**src/rtl/parking_pkg.sv**
```systemverilog
// Shared types, default parameters and width helpers for the parking entrance controller.
package parking_pkg;

  localparam int unsigned DEF_PIN_W        = 8;
  localparam int unsigned DEF_PIN_CODE     = 72;
  localparam int unsigned DEF_MAX_TRIES    = 3;
  localparam int unsigned DEF_OPEN_TIMEOUT = 64;
  localparam int unsigned DEF_CLOSE_CYCLES = 4;
  localparam int unsigned DEF_CAPACITY     = 16;

  localparam int unsigned ST_W = 6;

  // One-hot gate states; any illegal encoding is steered back to ST_IDLE.
  typedef enum logic [ST_W-1:0] {
    ST_IDLE         = 6'b000001,
    ST_WAIT_PIN     = 6'b000010,
    ST_GATE_OPEN    = 6'b000100,
    ST_GATE_CLOSING = 6'b001000,
    ST_PIN_ALARM    = 6'b010000,
    ST_GATE_BLOCK   = 6'b100000
  } state_e;

  // Bits needed to hold the values 0..max_val inclusive.
  function automatic int unsigned cnt_w(input int unsigned max_val);
    return (max_val < 2) ? 1 : $clog2(max_val + 1);
  endfunction

  function automatic int unsigned occ_w(input int unsigned capacity);
    return cnt_w(capacity);
  endfunction

endpackage

```
**src/rtl/lot_occupancy_counter.sv**
```systemverilog
// Lot occupancy counter: saturates at CAPACITY and at zero; a simultaneous inc and dec leave the count unchanged.
module lot_occupancy_counter
  import parking_pkg::*;
#(
  parameter  int unsigned CAPACITY = DEF_CAPACITY,
  localparam int unsigned OCC_W    = occ_w(CAPACITY)
) (
  input  logic             clk,
  input  logic             rst_n,
  input  logic             inc,
  input  logic             dec,
  output logic [OCC_W-1:0] count,
  output logic             full
);

  localparam logic [OCC_W-1:0] CAP_VAL = OCC_W'(CAPACITY);

  logic [OCC_W-1:0] count_q;
  logic [OCC_W-1:0] count_d;

  always_comb begin
    count_d = count_q;
    if (inc && !dec) begin
      if (count_q != CAP_VAL) count_d = count_q + OCC_W'(1);
    end else if (dec && !inc) begin
      if (count_q != '0) count_d = count_q - OCC_W'(1);
    end
  end

  always_ff @(posedge clk) begin
    if (!rst_n) count_q <= '0;
    else        count_q <= count_d;
  end

  assign count = count_q;
  assign full  = (count_q == CAP_VAL);

endmodule

```
**src/rtl/parking_gate_ctrl.sv**
```systemverilog
// Parking entrance controller: PIN check with attempt limit, timed gate open/close,
// tailgate detection and lot occupancy tracking.
module parking_gate_ctrl
  import parking_pkg::*;
#(
  parameter  int unsigned PIN_W        = DEF_PIN_W,
  parameter  int unsigned PIN_CODE     = DEF_PIN_CODE,
  parameter  int unsigned MAX_TRIES    = DEF_MAX_TRIES,
  parameter  int unsigned OPEN_TIMEOUT = DEF_OPEN_TIMEOUT,
  parameter  int unsigned CLOSE_CYCLES = DEF_CLOSE_CYCLES,
  parameter  int unsigned CAPACITY     = DEF_CAPACITY,
  localparam int unsigned OCC_W        = occ_w(CAPACITY),
  localparam int unsigned TRY_W        = cnt_w(MAX_TRIES)
) (
  input  logic             clock,
  input  logic             reset,
  input  logic             senr_e,
  input  logic             senr_x,
  input  logic [PIN_W-1:0] pin,
  input  logic             pin_valid,
  input  logic             car_left,
  output logic             gate_o,
  output logic             gate_cls,
  output logic             alm_pin,
  output logic             alm_blkg,
  output logic             lot_full,
  output logic [OCC_W-1:0] occupancy,
  output logic [TRY_W-1:0] tries
);

  localparam int unsigned TMR_MAX = (OPEN_TIMEOUT > CLOSE_CYCLES) ? OPEN_TIMEOUT : CLOSE_CYCLES;
  localparam int unsigned TMR_W   = cnt_w(TMR_MAX);

  localparam logic [PIN_W-1:0] PIN_VAL    = PIN_W'(PIN_CODE);
  localparam logic [TRY_W-1:0] TRY_LIMIT  = TRY_W'(MAX_TRIES);
  localparam logic [TMR_W-1:0] OPEN_LAST  = TMR_W'(OPEN_TIMEOUT - 1);
  localparam logic [TMR_W-1:0] CLOSE_LAST = TMR_W'(CLOSE_CYCLES - 1);

  state_e           state_q;
  state_e           state_d;
  logic [TRY_W-1:0] tries_q;
  logic [TRY_W-1:0] tries_d;
  logic [TMR_W-1:0] timer_q;
  logic [TMR_W-1:0] timer_d;

  logic             pin_ok;
  logic             both_sensors;
  logic             occ_inc;
  logic [TRY_W-1:0] tries_inc;

  assign pin_ok       = pin_valid && (pin == PIN_VAL);
  assign both_sensors = senr_e && senr_x;
  assign tries_inc    = tries_q + TRY_W'(1);

  // Next-state logic; the timer defaults to zero so every state entry restarts it.
  always_comb begin
    state_d = state_q;
    tries_d = tries_q;
    timer_d = '0;
    occ_inc = 1'b0;
    case (state_q)
      ST_IDLE: begin
        if (senr_e && !senr_x && !lot_full) state_d = ST_WAIT_PIN;
      end
      ST_WAIT_PIN: begin
        if (pin_valid) begin
          if (pin_ok) begin
            state_d = ST_GATE_OPEN;
            tries_d = '0;
          end else begin
            tries_d = tries_inc;
            if (tries_inc == TRY_LIMIT) state_d = ST_PIN_ALARM;
          end
        end else if (!senr_e) begin
          state_d = ST_IDLE;
          tries_d = '0;
        end
      end
      ST_GATE_OPEN: begin
        if (both_sensors) begin
          state_d = ST_GATE_BLOCK;
        end else if (senr_x) begin
          state_d = ST_GATE_CLOSING;
          occ_inc = 1'b1;
        end else if (timer_q == OPEN_LAST) begin
          state_d = ST_GATE_CLOSING;
        end else begin
          timer_d = timer_q + TMR_W'(1);
        end
      end
      ST_GATE_CLOSING: begin
        if (both_sensors) begin
          state_d = ST_GATE_BLOCK;
        end else if (timer_q == CLOSE_LAST) begin
          state_d = ST_IDLE;
        end else begin
          timer_d = timer_q + TMR_W'(1);
        end
      end
      ST_PIN_ALARM: begin
        if (pin_ok) begin
          state_d = ST_IDLE;
          tries_d = '0;
        end
      end
      ST_GATE_BLOCK: begin
        if (pin_ok && !senr_e && !senr_x) state_d = ST_IDLE;
      end
      default: begin
        state_d = ST_IDLE;
        tries_d = '0;
      end
    endcase
  end

  always_ff @(posedge clock) begin
    if (!reset) begin
      state_q <= ST_IDLE;
      tries_q <= '0;
      timer_q <= '0;
    end else begin
      state_q <= state_d;
      tries_q <= tries_d;
      timer_q <= timer_d;
    end
  end

  lot_occupancy_counter #(
    .CAPACITY (CAPACITY)
  ) u_occ (
    .clk   (clock),
    .rst_n (reset),
    .inc   (occ_inc),
    .dec   (car_left),
    .count (occupancy),
    .full  (lot_full)
  );

  assign gate_o   = (state_q == ST_GATE_OPEN);
  assign gate_cls = (state_q == ST_GATE_CLOSING) || (state_q == ST_GATE_BLOCK);
  assign alm_pin  = (state_q == ST_PIN_ALARM);
  assign alm_blkg = (state_q == ST_GATE_BLOCK);
  assign tries    = tries_q;

endmodule

```
**config.mk**
```make
export PLATFORM = sky130hd
export DESIGN_NAME = parking_gate_ctrl
export DESIGN_NICKNAME = d
export VERILOG_FILES = /design/src/rtl/parking_pkg.sv /design/src/rtl/lot_occupancy_counter.sv /design/src/rtl/parking_gate_ctrl.sv
export SDC_FILE = /design/constraint.sdc
export NUM_CORES = 1
export LEC_CHECK = 0
export ABC_AREA = 1
export BUFFER_PORTS_ARGS = -buffer_cell sky130_fd_sc_hd__buf_2
export CORE_ASPECT_RATIO = 0.9
export CORE_UTILIZATION = 46
export DETAILED_ROUTE_END_ITERATION = 10
export PLACE_DENSITY_LB_ADDON = 0.25
export SLEW_MARGIN = 15
export SYNTH_ARGS = -nofsm -noshare
export SYNTH_HDL_FRONTEND = slang
export SYNTH_SLANG_ARGS = --single-unit
```
**constraint.sdc**
```tcl
create_clock -name clock -period 2.1 [get_ports clock]
set_clock_uncertainty 0.05 [all_clocks]
set_input_delay 0.42 -clock clock [delete_from_list [all_inputs] [get_ports clock]]
set_output_delay 0.42 -clock clock [all_outputs]
set_load 0.1 [all_outputs]
```
Word level (Yosys, flattened, before mapping)

Index checks and enable logic that the tools add are counted.

Register bits: 20
Latch bits: 0
Memory bits (writable): 0
Bits in read-only memories: 0
Input port bits: 14
Word-level logic and storage cells: 81
Memories: 0

Add/sub/neg operators: 4
Multiply operators: 0
Divide/modulo/power cells: 0
$lt $le $gt $ge: 0
Equality and inequality tests: 20
Shift operators: 0
Mux-type cells: 31
Bitwise operators: 1
Reductions and logical operators: 21

Operator list:

| kind                  | count |
|---|---|
| $mux W6               | 12 |
| $pmux W6 S6           | 1 |
| $mux W7               | 5 |
| $mux W5               | 4 |
| $pmux W7 S2           | 1 |
| $eq A8 B7 Y1 const B  | 1 |
| $logic_and A1 B1 Y1   | 8 |
| $mux W2               | 4 |
| $add A7 B1 Y7 const B | 1 |
| $eq A7 B2 Y1 const B  | 1 |
| $eq A7 B6 Y1 const B  | 1 |
| $reduce_and A7 Y1     | 1 |
| $eq A6 B1 Y1 const B  | 1 |
| $eq A6 B2 Y1 const B  | 1 |
| $eq A6 B3 Y1 const B  | 1 |
| $eq A6 B4 Y1 const B  | 1 |
| $eq A6 B5 Y1 const B  | 1 |
| $eq A6 B6 Y1 const B  | 1 |
| $ne A3 B3 Y1 const B  | 2 |
| $pmux W2 S3           | 1 |
| $reduce_and A3 Y1     | 2 |
| $add A5 B1 Y5 const B | 1 |
| $eq A5 B5 Y1 const B  | 1 |
| $logic_not A1 Y1      | 5 |
| other kinds (14)      | 19 |

Depth between registers and ports, before layout

Depth in word-level cells: 7
Mapped depth: 13

Hierarchy

Synthesis repeated with hierarchy kept, for this count alone.

Cells, all modules: 219
Area total of the unflattened synthesis: 1411.4 µm²

Modules (own cells, without submodules):

| module                | instances | cells each | area each (µm²) | sequential area each (µm²) |
|---|---|---|---|---|
| parking_gate_ctrl     | 1         | 148        | 969.7           | 300.3 |
| lot_occupancy_counter | 1         | 71         | 441.7           | 100.1 |

Worst setup path after synthesis

OpenSTA, ideal clock, no wires.

Path type: register to register
Start: reg state_q[2]
End: reg state_q[3]
Arrival time: 2.452 ns
Data required time: 1.937 ns
Slack: -0.515 ns
Cell stages (with the launch flop): 11
Buffers on the path: 0
Path through: dfxtp_1 > nor2_4 > nand3_1 > nor2_1 > nand2_2 > nand2_1 > nor2_2 > nand3_2 > nand2_1 > nand2_1 > nor2_1

Word-level cells in the longest chain between the ends: 3

RTL lines:

| what                        | RTL line                 | text |
|---|---|---|
| start, declared             | parking_gate_ctrl.sv:39  | `state_e state_q;` |
| start signal, assigned      | parking_gate_ctrl.sv:122 | `state_q <= state_d;` |
| $eq A6 B5 Y1 (*)            | n/a                      |  |
| net alm_pin                 | parking_gate_ctrl.sv:24  | `output logic alm_pin,` |
| $ne A2 B1 Y1 (no line)      | n/a                      |  |
| $reduce_and A7 Y1 (no line) | n/a                      |  |

The timed path passes the listed nets; every way through them passes the cells marked *.
A chain may end at the register's enable or synchronous reset.

Worst setup path after layout

Start: reg state_q[5]
End: out gate_cls

Word-level cells in the longest chain between the ends: 2

RTL lines:

| what                                                | RTL line                 | text |
|---|---|---|
| $eq A6 B4 Y1 / $eq A6 B6 Y1 (equally long branches) | parking_gate_ctrl.sv:140 | `assign gate_cls = (state_q == ST_GATE_CLOSING) \|\| (state_q == ST_GATE_BLOCK);` |
| $logic_or A1 B1 Y1 (*)                              | parking_gate_ctrl.sv:140 |  |
| end, declared                                       | parking_gate_ctrl.sv:23  | `output logic gate_cls,` |

Every way passes the cells marked *; elsewhere a longest branch is shown, timed or not.

==> impl_metrics.yaml <==
worst_setup_path:
  reg2reg_from: "state_q[0]$_SDFFE_PN1P_"
  crit_required_ns: 1.63
  reg2reg_slack_ns: 0.19
  worstSetupEndpoint: "gate_cls"
  critical_path.startpoint: "state_q[5]$_SDFFE_PN0P_"
  critPathMaxFanout: 6
  setup.worst_path.end_class: "output pin"
  crit_type: "flip-flop to output pin"
  worst-endpoint-arrival_ns: 1.53
  r2r-end: "u_occ.count[4]$_SDFFE_PN0P_"
  reg2regPathDepth: 12
  startpoint_type: "flip-flop"
synthesis:
  syn-num-nets: 222
  ys_types: 25
  synth-edff-count: 0
  synth_most_common_cell: "inv_1"
  synth_async_sr_flop_share_pct: 0
  synth_cells: 201
  synth_area_leader_cell: "dfxtp_1"
  yosys_register_bits: 20
  synth_seq_area_share_pct: 29.0
  synth_top_area_share_pct: 29.0
  synth_common_cells: "inv_1, nand2_1, nor2_1"
  ys.flop_type: "dfxtp_1"
  yosys_warnings: 0
  synth_area_um2: 1380
  postSynthAreaPerCell_um2: 6.87
  synth_area_leaders: "dfxtp_1, inv_1, nand2_1, nor2_1, ha_1"
drt:
  route.detailed.drc: 0
  drt_iter0_markers: 59
  vias_per_cell: 4.79
  antenna_left: 0
  wl_um: 2970
  vias: 1327
  dr.pass1.iters: 4
  wl_per_cell_um: 10.7
timing:
  fin_hold_ws_ns: 0.381
  slew_headroom_pct: 67.5
  tightest_slew_ns: 0.491
  setup_ws_ns: 0.0992
  rsz0062_at_grt: "no"
  hold_viol_final: 0
  setup_tns_ns: 0
  setup_viol: 0
  timing.final.crit_share_pct: 95.3
  fmax_mhz: 500
  report.final.slew_viol_count: 0
  min_period_ns: 2.00
layout:
  finalCoreUtilization_pct: 61.7
  drive_gt1_share_pct: 29.1
  syn_to_final_growth_pct: 24.8
  fin_cells: 277
  fin_area_um2: 1720
  n_antenna_cell: 0
  fin_nets: 259
cts:
  post_cts_buffers: 0
  cts_tree: "built"
  cts_buffers: 3
  htree_levels: 1
  cts_root_buf: "clkbuf_4"
  cts_buffer_depth: 2
  clk_pin_slew_ns: 0.13
  clk_latency_ns: 0.31
  cts.sinks: 20
global_route:
  grt_pass1_vias: 1050
  antenna_found_initial: 0
  grt_use_total_pct: 19.6
  grt_max_degree: 13
  gr-total-overflow: 0
  grt_pass1_wl_um: 4690
die:
  dieArea_um2: 3230
  rows: 18
  core_area_um2: 2790
  start_util_pct: 49.5
  die_w_um: 59.8
  io_pins: 26
  die_y_um: 54.0
place:
  place_hpwl_um: 2350
  place_congestion: 0.867
  post-place-ws_ns: 0.00687
  dpl-instance-area_um2: 1650
  placedCellCount: 273
  place.port_buffers: 25
hold_path:
  hp-class: "input port to flip-flop"
job:
  maxCapViolations: 0
run_status:
  status: "finished clean"
power:
  p_leak_nw: 0.845
  powerDensity_nw_per_um2: 1350
  ir_drop_mv: 0.927
  finalPower_mw: 2.32
## timing repair
item	CTS	global route
hold buffers	0	0
endpoints found under the setup margin	3	4
resized for setup	3	7
## layout make-up
| cell class | instances | area (um2) |
|---|---|---|
| Clock inverter | 1 | 30.0 |
| Fill cell | 288 | 1070 |
| Inverter | 36 | 139 |
| Tap cell | 40 | 50.0 |
| Multi-Input combinational cell | 143 | 853 |
| Sequential cell | 20 | 408 |
| Clock buffer | 3 | 22.5 |
| Timing Repair Buffer | 34 | 221 |
## layout by cell type (no fill, tap or decap), types with 2 or more instances in the layout
cell	Yosys	layout
nand2_2	2	3
inv_1	36	35
xor2_1	2	2
xnor2_1	2	2
buf_2	2	20
dfxtp_1	20	14
nor3_2	4	4
a21oi_1	11	10
nor2_2	3	3
nor2_1	34	33
nand3_1	15	15
clkbuf_4	0	4
nand3_2	3	3
nand4_1	8	8
ha_1	6	6
nand2_1	34	33
dfxtp_2	0	6
o21ai_0	6	5
buf_4	0	11
nor2_4	5	6
## cells by family (layout without fill, tap and decap cells)
kind of cell	after synthesis	after routing	share of synthesized area (%)
AO/OA/AOI/OAI	19	19	7.16
XOR/XNOR	4	4	2.54
adder cells (fa/ha/maj)	7	7	6.88
buffers and inverters	38	74	10.5
flip-flops	20	20	29.0
AND/OR/NAND/NOR	113	113	43.9
## power by group
group          internal [mW]  switching (mW)
Combinational          0.416            1.02
Sequential             0.477          0.0834
Clock                  0.193           0.131
Total                   1.09            1.24
## worst min-delay path by stage
stage / start / slack, ns / endpoint / depth (start not counted)
floorplan: timer_q[0]$_SDFF_PN0_ / 0.37 / timer_q[0]$_SDFF_PN0_ / 1
global route: reset / 0.39 / state_q[0]$_SDFFE_PN1P_ / 2
CTS: reset / 0.38 / state_q[0]$_SDFFE_PN1P_ / 2
finish: reset / 0.38 / state_q[0]$_SDFFE_PN1P_ / 2
detailed placement: timer_q[0]$_SDFF_PN0_ / 0.39 / timer_q[0]$_SDFF_PN0_ / 1
global placement: timer_q[0]$_SDFF_PN0_ / 0.38 / timer_q[0]$_SDFF_PN0_ / 1
## per-layer routing
metal,wire length (um),global-route usage (%),up-vias
li1,-,-,719
met1,1520,28.5,587
met2,1340,30.4,19
met3,97,3.37,2
met4,15,3.49,0
met5,0,0,-
## state kept, by name, indices dropped and copies added (netlist names)
register,cells
timer_q,7
tries,2
state_q,6
u_occ.count,5
## worst max-delay path, stage by stage (launching register included)
cell and delay (ns):
dfxtp_2 0.37, nor2_4 0.14, buf_4 0.16, nand4_2 0.17
nand2_1 0.20, buf_12 0.19
Note: power is estimated with default switching activity, not from simulation.
